--- config.mk ---
export PLATFORM = sky130hd
export DESIGN_NAME = spi_master
export DESIGN_NICKNAME = d
export VERILOG_FILES = /design/src/rtl/spi_master.sv
export SDC_FILE = /design/constraint.sdc
export NUM_CORES = 1
export LEC_CHECK = 0
export CAP_MARGIN = 0
export CORE_ASPECT_RATIO = 0.9
export CORE_MARGIN = 2
export CORE_UTILIZATION = 47
export CTS_BUF_LIST = sky130_fd_sc_hd__clkbuf_4 sky130_fd_sc_hd__clkbuf_8 sky130_fd_sc_hd__clkbuf_16
export CTS_CLUSTER_DIAMETER = 200
export DETAILED_ROUTE_END_ITERATION = 12
export HOLD_SLACK_MARGIN = 0.05
export PLACE_DENSITY_LB_ADDON = 0.1
export SYNTH_ARGS = -nofsm -noshare
export SYNTH_HDL_FRONTEND = slang
export SYNTH_SLANG_ARGS = --single-unit
--- constraint.sdc ---
create_clock -name i_clk -period 3.7 [get_ports i_clk]
set_input_delay 0.555 -clock i_clk [delete_from_list [all_inputs] [get_ports i_clk]]
set_output_delay 0.555 -clock i_clk [all_outputs]
set_load 0.02 [all_outputs]
--- src/rtl/spi_master.sv ---
`timescale 1ns / 1ps
// ---------------------------------------------------------------------------------------------
// spi_master
//   SPI mode-0 initiator. Each transaction is one 16-bit frame: a command byte {addr, rw}
//   followed by one data byte, MSB first. For reads the data byte sent is all zeros and the
//   byte returned on miso is captured into o_rdata at the end of the frame.
//
// Ports
//   i_clk        system clock, all logic on the rising edge
//   i_reset      synchronous active-high reset
//   i_start      transaction request, accepted only while o_busy is low
//   i_rw         1 = read, 0 = write (latched at accept)
//   i_addr       7-bit memory address (latched at accept)
//   i_wdata      write data (latched at accept, ignored for reads)
//   o_busy       high from accept until the inter-frame gap has elapsed
//   o_done       one-cycle pulse coincident with chip select rising
//   o_rdata      last read result; changes only at the done of a read
//   o_sclk_pin   SPI clock, idles low
//   o_cs_pin     chip select, active low
//   o_mosi_pin   serial data out
//   i_miso_pin   serial data in; may be X/Z outside the read data phase
// ---------------------------------------------------------------------------------------------
module spi_master #(
    parameter int unsigned CLK_DIV = 8
) (
    input  logic       i_clk,
    input  logic       i_reset,
    input  logic       i_start,
    input  logic       i_rw,
    input  logic [6:0] i_addr,
    input  logic [7:0] i_wdata,
    output logic       o_busy,
    output logic       o_done,
    output logic [7:0] o_rdata,
    output logic       o_sclk_pin,
    output logic       o_cs_pin,
    output logic       o_mosi_pin,
    input  logic       i_miso_pin
);

    localparam int unsigned CNT_W = $clog2(CLK_DIV);
    localparam logic [CNT_W-1:0] CNT_MAX = CNT_W'(CLK_DIV - 1);

    typedef enum logic [2:0] {
        StIdle,
        StSetup,
        StShift,
        StHold,
        StGap
    } state_t;

    state_t r_state, w_state_next;

    logic [CNT_W-1:0] r_cnt;
    logic             w_tc;

    // r_half: in SHIFT, 0 = sclk-high half, 1 = sclk-low half; in GAP, which half-period.
    logic        r_half,  w_half_next;
    logic [3:0]  r_bit,   w_bit_next;
    logic [15:0] r_shift, w_shift_next;
    logic        r_rw,    w_rw_next;
    logic [7:0]  r_rx,    w_rx_next;
    logic        r_sclk,  w_sclk_next;
    logic        r_cs,    w_cs_next;
    logic        r_mosi,  w_mosi_next;
    logic        r_busy,  w_busy_next;
    logic        r_done,  w_done_next;
    logic [7:0]  r_rdata, w_rdata_next;

    assign w_tc = (r_cnt == CNT_MAX);

    // State and datapath registers
    always_ff @(posedge i_clk) begin
        if (i_reset) begin
            r_state <= StIdle;
            r_cnt   <= '0;
            r_half  <= 1'b0;
            r_bit   <= 4'd0;
            r_shift <= 16'h0000;
            r_rw    <= 1'b0;
            r_rx    <= 8'h00;
            r_sclk  <= 1'b0;
            r_cs    <= 1'b1;
            r_mosi  <= 1'b0;
            r_busy  <= 1'b0;
            r_done  <= 1'b0;
            r_rdata <= 8'h00;
        end else begin
            r_state <= w_state_next;
            // Half-period counter only runs outside IDLE so SETUP starts from zero.
            if (r_state == StIdle) begin
                r_cnt <= '0;
            end else if (w_tc) begin
                r_cnt <= '0;
            end else begin
                r_cnt <= r_cnt + CNT_W'(1);
            end
            r_half  <= w_half_next;
            r_bit   <= w_bit_next;
            r_shift <= w_shift_next;
            r_rw    <= w_rw_next;
            r_rx    <= w_rx_next;
            r_sclk  <= w_sclk_next;
            r_cs    <= w_cs_next;
            r_mosi  <= w_mosi_next;
            r_busy  <= w_busy_next;
            r_done  <= w_done_next;
            r_rdata <= w_rdata_next;
        end
    end

    // Next-state logic
    always_comb begin
        w_state_next = r_state;
        case (r_state)
            StIdle:  if (i_start)                          w_state_next = StSetup;
            StSetup: if (w_tc)                             w_state_next = StShift;
            StShift: if (w_tc && r_half && r_bit == 4'd15) w_state_next = StHold;
            StHold:  if (w_tc)                             w_state_next = StGap;
            StGap:   if (w_tc && r_half)                   w_state_next = StIdle;
            default:                                       w_state_next = StIdle;
        endcase
    end

    // Output / datapath next values
    always_comb begin
        w_half_next  = r_half;
        w_bit_next   = r_bit;
        w_shift_next = r_shift;
        w_rw_next    = r_rw;
        w_rx_next    = r_rx;
        w_sclk_next  = r_sclk;
        w_cs_next    = r_cs;
        w_mosi_next  = r_mosi;
        w_busy_next  = r_busy;
        w_done_next  = 1'b0;
        w_rdata_next = r_rdata;
        case (r_state)
            StIdle: begin
                if (i_start) begin
                    w_rw_next    = i_rw;
                    w_shift_next = {i_addr, i_rw, (i_rw ? 8'h00 : i_wdata)};
                    w_mosi_next  = i_addr[6];
                    w_cs_next    = 1'b0;
                    w_busy_next  = 1'b1;
                    w_half_next  = 1'b0;
                    w_bit_next   = 4'd0;
                end
            end
            StSetup: begin
                if (w_tc) begin
                    w_sclk_next = 1'b1;
                    w_half_next = 1'b0;
                end
            end
            StShift: begin
                if (w_tc) begin
                    if (!r_half) begin
                        // Falling sclk: advance mosi, capture miso during read data bits.
                        w_sclk_next = 1'b0;
                        w_half_next = 1'b1;
                        if (r_bit == 4'd15) begin
                            w_mosi_next = 1'b0;
                        end else begin
                            w_mosi_next  = r_shift[14];
                            w_shift_next = {r_shift[14:0], 1'b0};
                        end
                        // Gating keeps X/Z on miso out of rx outside the read data phase.
                        if (r_rw && r_bit[3]) begin
                            w_rx_next = {r_rx[6:0], i_miso_pin};
                        end
                    end else begin
                        w_half_next = 1'b0;
                        if (r_bit != 4'd15) begin
                            w_bit_next  = r_bit + 4'd1;
                            w_sclk_next = 1'b1;
                        end
                    end
                end
            end
            StHold: begin
                if (w_tc) begin
                    w_cs_next   = 1'b1;
                    w_done_next = 1'b1;
                    w_half_next = 1'b0;
                    if (r_rw) begin
                        w_rdata_next = r_rx;
                    end
                end
            end
            StGap: begin
                if (w_tc) begin
                    if (!r_half) begin
                        w_half_next = 1'b1;
                    end else begin
                        w_half_next = 1'b0;
                        w_busy_next = 1'b0;
                    end
                end
            end
            default: begin
                w_cs_next   = 1'b1;
                w_sclk_next = 1'b0;
                w_busy_next = 1'b0;
            end
        endcase
    end

    assign o_busy     = r_busy;
    assign o_done     = r_done;
    assign o_rdata    = r_rdata;
    assign o_sclk_pin = r_sclk;
    assign o_cs_pin   = r_cs;
    assign o_mosi_pin = r_mosi;

endmodule

==> reports/qor.yml <==
cts:
  clk-insertion-delay-late_ns: 0.30
  numCtsBuffers: 5
  cts_resized: 0
  cts_tree: "yes"
  ctsHoldBuffers: 0
  postCtsSetupBuffers: 0
  cts_sinks: 48
  clock_tree.buffer_depth: 2
  path_clk_slew_ns: 0.09
  cts_htree_levels: 2
  clk_root_buffer_cell: "clkbuf_8"
route:
  drt.antenna.violating_nets: 0
  via_count: 1699
  drtPass1Iterations: 4
  via_per_instance_ratio: 5.260
  post_drt_wl_per_cell_um: 12.42
  initialDrtViolationCount: 118
  drc_violation_count_after_routing: 0
  drt-total-wl_um: 4013
worst_setup_path:
  timing.critical_path.from_type: "flop"
  worstReg2RegStart: "r_state[1]$_SDFFE_PP0P_"
  critical_path.max_stage_delay_ns: 0.64
  worst-endpoint-arrival_ns: 2.37
  path_cells: "nor3b_4, buf_4, and4_1, mux2i_1, nor2_1"
  crit_path_end_kind: "flop"
  critical_path.top_delay_family: "simple AND/OR/NAND/NOR gates"
  cp.buffers_inverters: 1
  slowest_library_cell_on_the_worst_path: "dfxtp_1"
  timing.critical_path.fanout_max: 27
  startpoint: "r_state[1]$_SDFFE_PP0P_"
  criticalPathCategory: "reg2reg"
  worstPathRequired_ns: 3.89
floorplanning:
  die_height_um: 68.16
  die_w_um: 75.29
  design.core.area_sq_um: 4432
  placement_rows: 23
  initial_core_util: 0.4850
  dieArea_sq_um: 5131
  num_io_pins: 33
sta:
  worst-slew-pin-transition_ns: 0.9199
  min_period_over_period: 0.5896
  totalNegativeSetupSlack_ns: 0
  hold_viol_final: 0
  rsz0062_at_grt: "false"
  setup_viol: 0
  finalWorstPathRequiredPeriod_ns: 2.181
  timing.fmax_mhz: 458.4
  worst_clock_skew_ns: 0.004866
  timing.slew.headroom: 0.3848
  slew_viol_final: 0
power:
  total_leakage_power_uw: 0.0009483
  p_comb_frac: 0.090
  cellPowerDensity_nw_per_um2: 370.8
  p_int_uw: 728.6
  switching_pwr_uw: 229.0
  power.sequential.fraction: 0.569
  share_clk_of_total_power: 0.341
  vdd_drop_max_mv: 0.2357
  power.share.switching: 0.2392
finish:
  finish.net_count: 283
  layout.cell_area.non_filler_sq_um: 2582
  number_of_inserted_diodes: 0
  filler_cell_count: 412
  syn2layout_area_growth_pct: 20.14
  drive_above_1_share: 0.05747
yosys:
  synthesis.area_sq_um: 2150
  synthesis.area_per_instance_sq_um: 9.147
  synthDistinctLibCells: 39
  syn_nets: 258
  post_synth_inst_count: 235
  yosysWarnings: 0
  synth_seq_cells: 48
  ys_seq_area_frac: 0.4470
run:
  cap_viol_max_count: 0
place:
  gp_congestion: 0.8498
  hpwl_um: 2657
  placed_inst_area_sq_um: 2485
  port_buffers: 32
outcome:
  result_of_the_run: "completed"
grt:
  grt_antenna_before_repair: 0
  via_count_of_the_first_global_routing_pass: 1493
  global_route_wire_length_before_repair_um: 6865
  grt_max_degree: 30
  globalRouteTotalUtil: 0.1767
  remaining_global_route_overflow: 0
  global_route.usage.met2: 0.2522
  met3_usage_grt: 0.03976
  global_route.peak_usage_layer: "met1"
  grt_use_met1: 0.2529
worst_hold_path:
  hp-start: "r_cnt[0]$_SDFF_PP0_"
  timing.hold.worst.class: "reg2reg"
## logic make-up (layout without fill, tap and decap cells)
group                    Yosys count  after routing  share of synthesized area
AND/OR/NAND/NOR                   89             89                     0.2229
buffers and inverters             20             46                    0.04482
adder cells (fa/ha/maj)            3              3                    0.01746
flip-flops                        48             48                     0.4470
XOR/XNOR                           1              1                   0.004075
multiplexers                      25             25                     0.1164
AO/OA/AOI/OAI                     49             49                     0.1473
## cells in the mapped netlist
| master | number | area [sq um] |
|---|---|---|
| dfxtp_1 | 48 | 960.9 |
| nor2_1 | 37 | 138.9 |
| mux2i_1 | 25 | 250.2 |
| a21oi_1 | 18 | 90.09 |
| a211oi_1 | 15 | 112.6 |
| nor3b_1 | 9 | 67.56 |
| buf_2 | 8 | 40.04 |
| nand2_1 | 8 | 30.03 |
| nand3_1 | 7 | 35.03 |
| clkbuf_1 | 6 | 22.52 |
| o21ai_0 | 6 | 30.03 |
| and2_1 | 4 | 25.02 |
| nand2b_1 | 4 | 25.02 |
| nor3_1 | 4 | 20.02 |
| ha_1 | 3 | 37.54 |
| inv_1 | 3 | 11.26 |
| nor2b_1 | 3 | 18.77 |
| a2111oi_0 | 2 | 17.52 |
| a31oi_1 | 2 | 12.51 |
| and4_1 | 2 | 17.52 |
| nand3b_1 | 2 | 15.01 |
| nor4_1 | 2 | 12.51 |
| a211oi_2 | 1 | 12.51 |
| a311oi_1 | 1 | 8.760 |
| a41oi_1 | 1 | 8.760 |
| and3_1 | 1 | 6.260 |
| buf_1 | 1 | 3.750 |
| buf_4 | 1 | 7.510 |
| buf_6 | 1 | 11.26 |
| nand2b_4 | 1 | 13.76 |
| nand4_2 | 1 | 12.51 |
| nand4b_1 | 1 | 8.760 |
| nor3b_4 | 1 | 18.77 |
| o211ai_1 | 1 | 7.510 |
| o21bai_1 | 1 | 7.510 |
| o311ai_0 | 1 | 8.760 |
| or2_1 | 1 | 6.260 |
| or4_1 | 1 | 7.510 |
| xor2_1 | 1 | 8.760 |
## flip-flops by register name, summed over array words and instances (netlist names)
signal      count
o_done          1
r_bit           4
r_cnt           3
o_cs_pin        1
r_rw            1
o_mosi_pin      1
r_state         3
o_busy          1
r_rx            8
o_sclk_pin      1
r_shift        15
o_rdata         8
r_half          1
## final cells by class
cell class                 instances  area, sq um  area share
inverter                           3        11.26    0.004360
tap                               62        77.57     0.03004
timing repair buffer              35        342.8      0.1328
clock inverter                     2        15.01    0.005814
sequential                        48        960.9      0.3721
multi-input combinational        167         1092      0.4230
clock buffer                       6        82.58     0.03198
## stage by stage
| stage | total power (uW) | hold WS (ns) | std cells | utilization | worst slack [ns] |
|---|---|---|---|---|---|
| after floorplan | 607.3 | 0.4080 | 235 | - | 2.096 |
| after global placement | 642.4 | 0.4283 | 315 | 0.5607 | 1.440 |
| after detailed placement | 642.7 | 0.4291 | 315 | 0.5607 | 1.419 |
| after CTS | 969.9 | 0.4418 | 323 | 0.5827 | 1.506 |
| after global routing | 1002 | 0.4565 | 323 | 0.5827 | 1.326 |
| final | 957.6 | 0.4332 | 323 | 0.5827 | 1.519 |
## path summary, 6_finish.rpt
path                                        endpoint  slack, ns  depth (start not counted)
worst max-delay path            r_rx[7]$_SDFFE_PP0P_       1.52                          5
worst min-delay path             r_cnt[0]$_SDFF_PP0_       0.43                          1
worst max register to register  r_rx[7]$_SDFFE_PP0P_       1.52                          5
worst min register to register   r_cnt[0]$_SDFF_PP0_       0.43                          1
## per-layer routing
layer	vias up	wire, um
li1	892	-
met1	763	2105
met2	39	1678
met3	5	168
met4	0	61
met5	-	0
## cells in the final DEF, fill, tap and decap left out, types with 2 or more instances in the layout
| cell type | count |
|---|---|
| mux2i_1 | 25 |
| nand3_1 | 7 |
| buf_4 | 3 |
| a211oi_1 | 15 |
| o21ai_0 | 6 |
| nand2b_1 | 4 |
| a21oi_1 | 18 |
| nor3_1 | 4 |
| and2_1 | 4 |
| ha_1 | 3 |
| a2111oi_0 | 2 |
| nand3b_1 | 2 |
| clkinvlp_4 | 2 |
| nor3b_1 | 9 |
| a31oi_1 | 2 |
| and4_1 | 2 |
| nor2_1 | 37 |
| inv_1 | 3 |
| dfxtp_1 | 48 |
| nand2_1 | 8 |
| nor4_1 | 2 |
| clkbuf_8 | 6 |
| nor2b_1 | 3 |
| clkdlybuf4s50_1 | 32 |
## power by group through the flow
stage | logic (uW) | clock network (uW) | registers (uW)
3_5_place_dp | 85.9 | 0 | 557
2_1_floorplan | 51.0 | 0 | 556
3_3_place_gp | 85.3 | 0 | 557
5_1_grt | 96.7 | 358 | 547
6_report | 86.2 | 327 | 545
4_1_cts | 86.6 | 338 | 545
No activity file was read; power rests on OpenSTA's default activity.
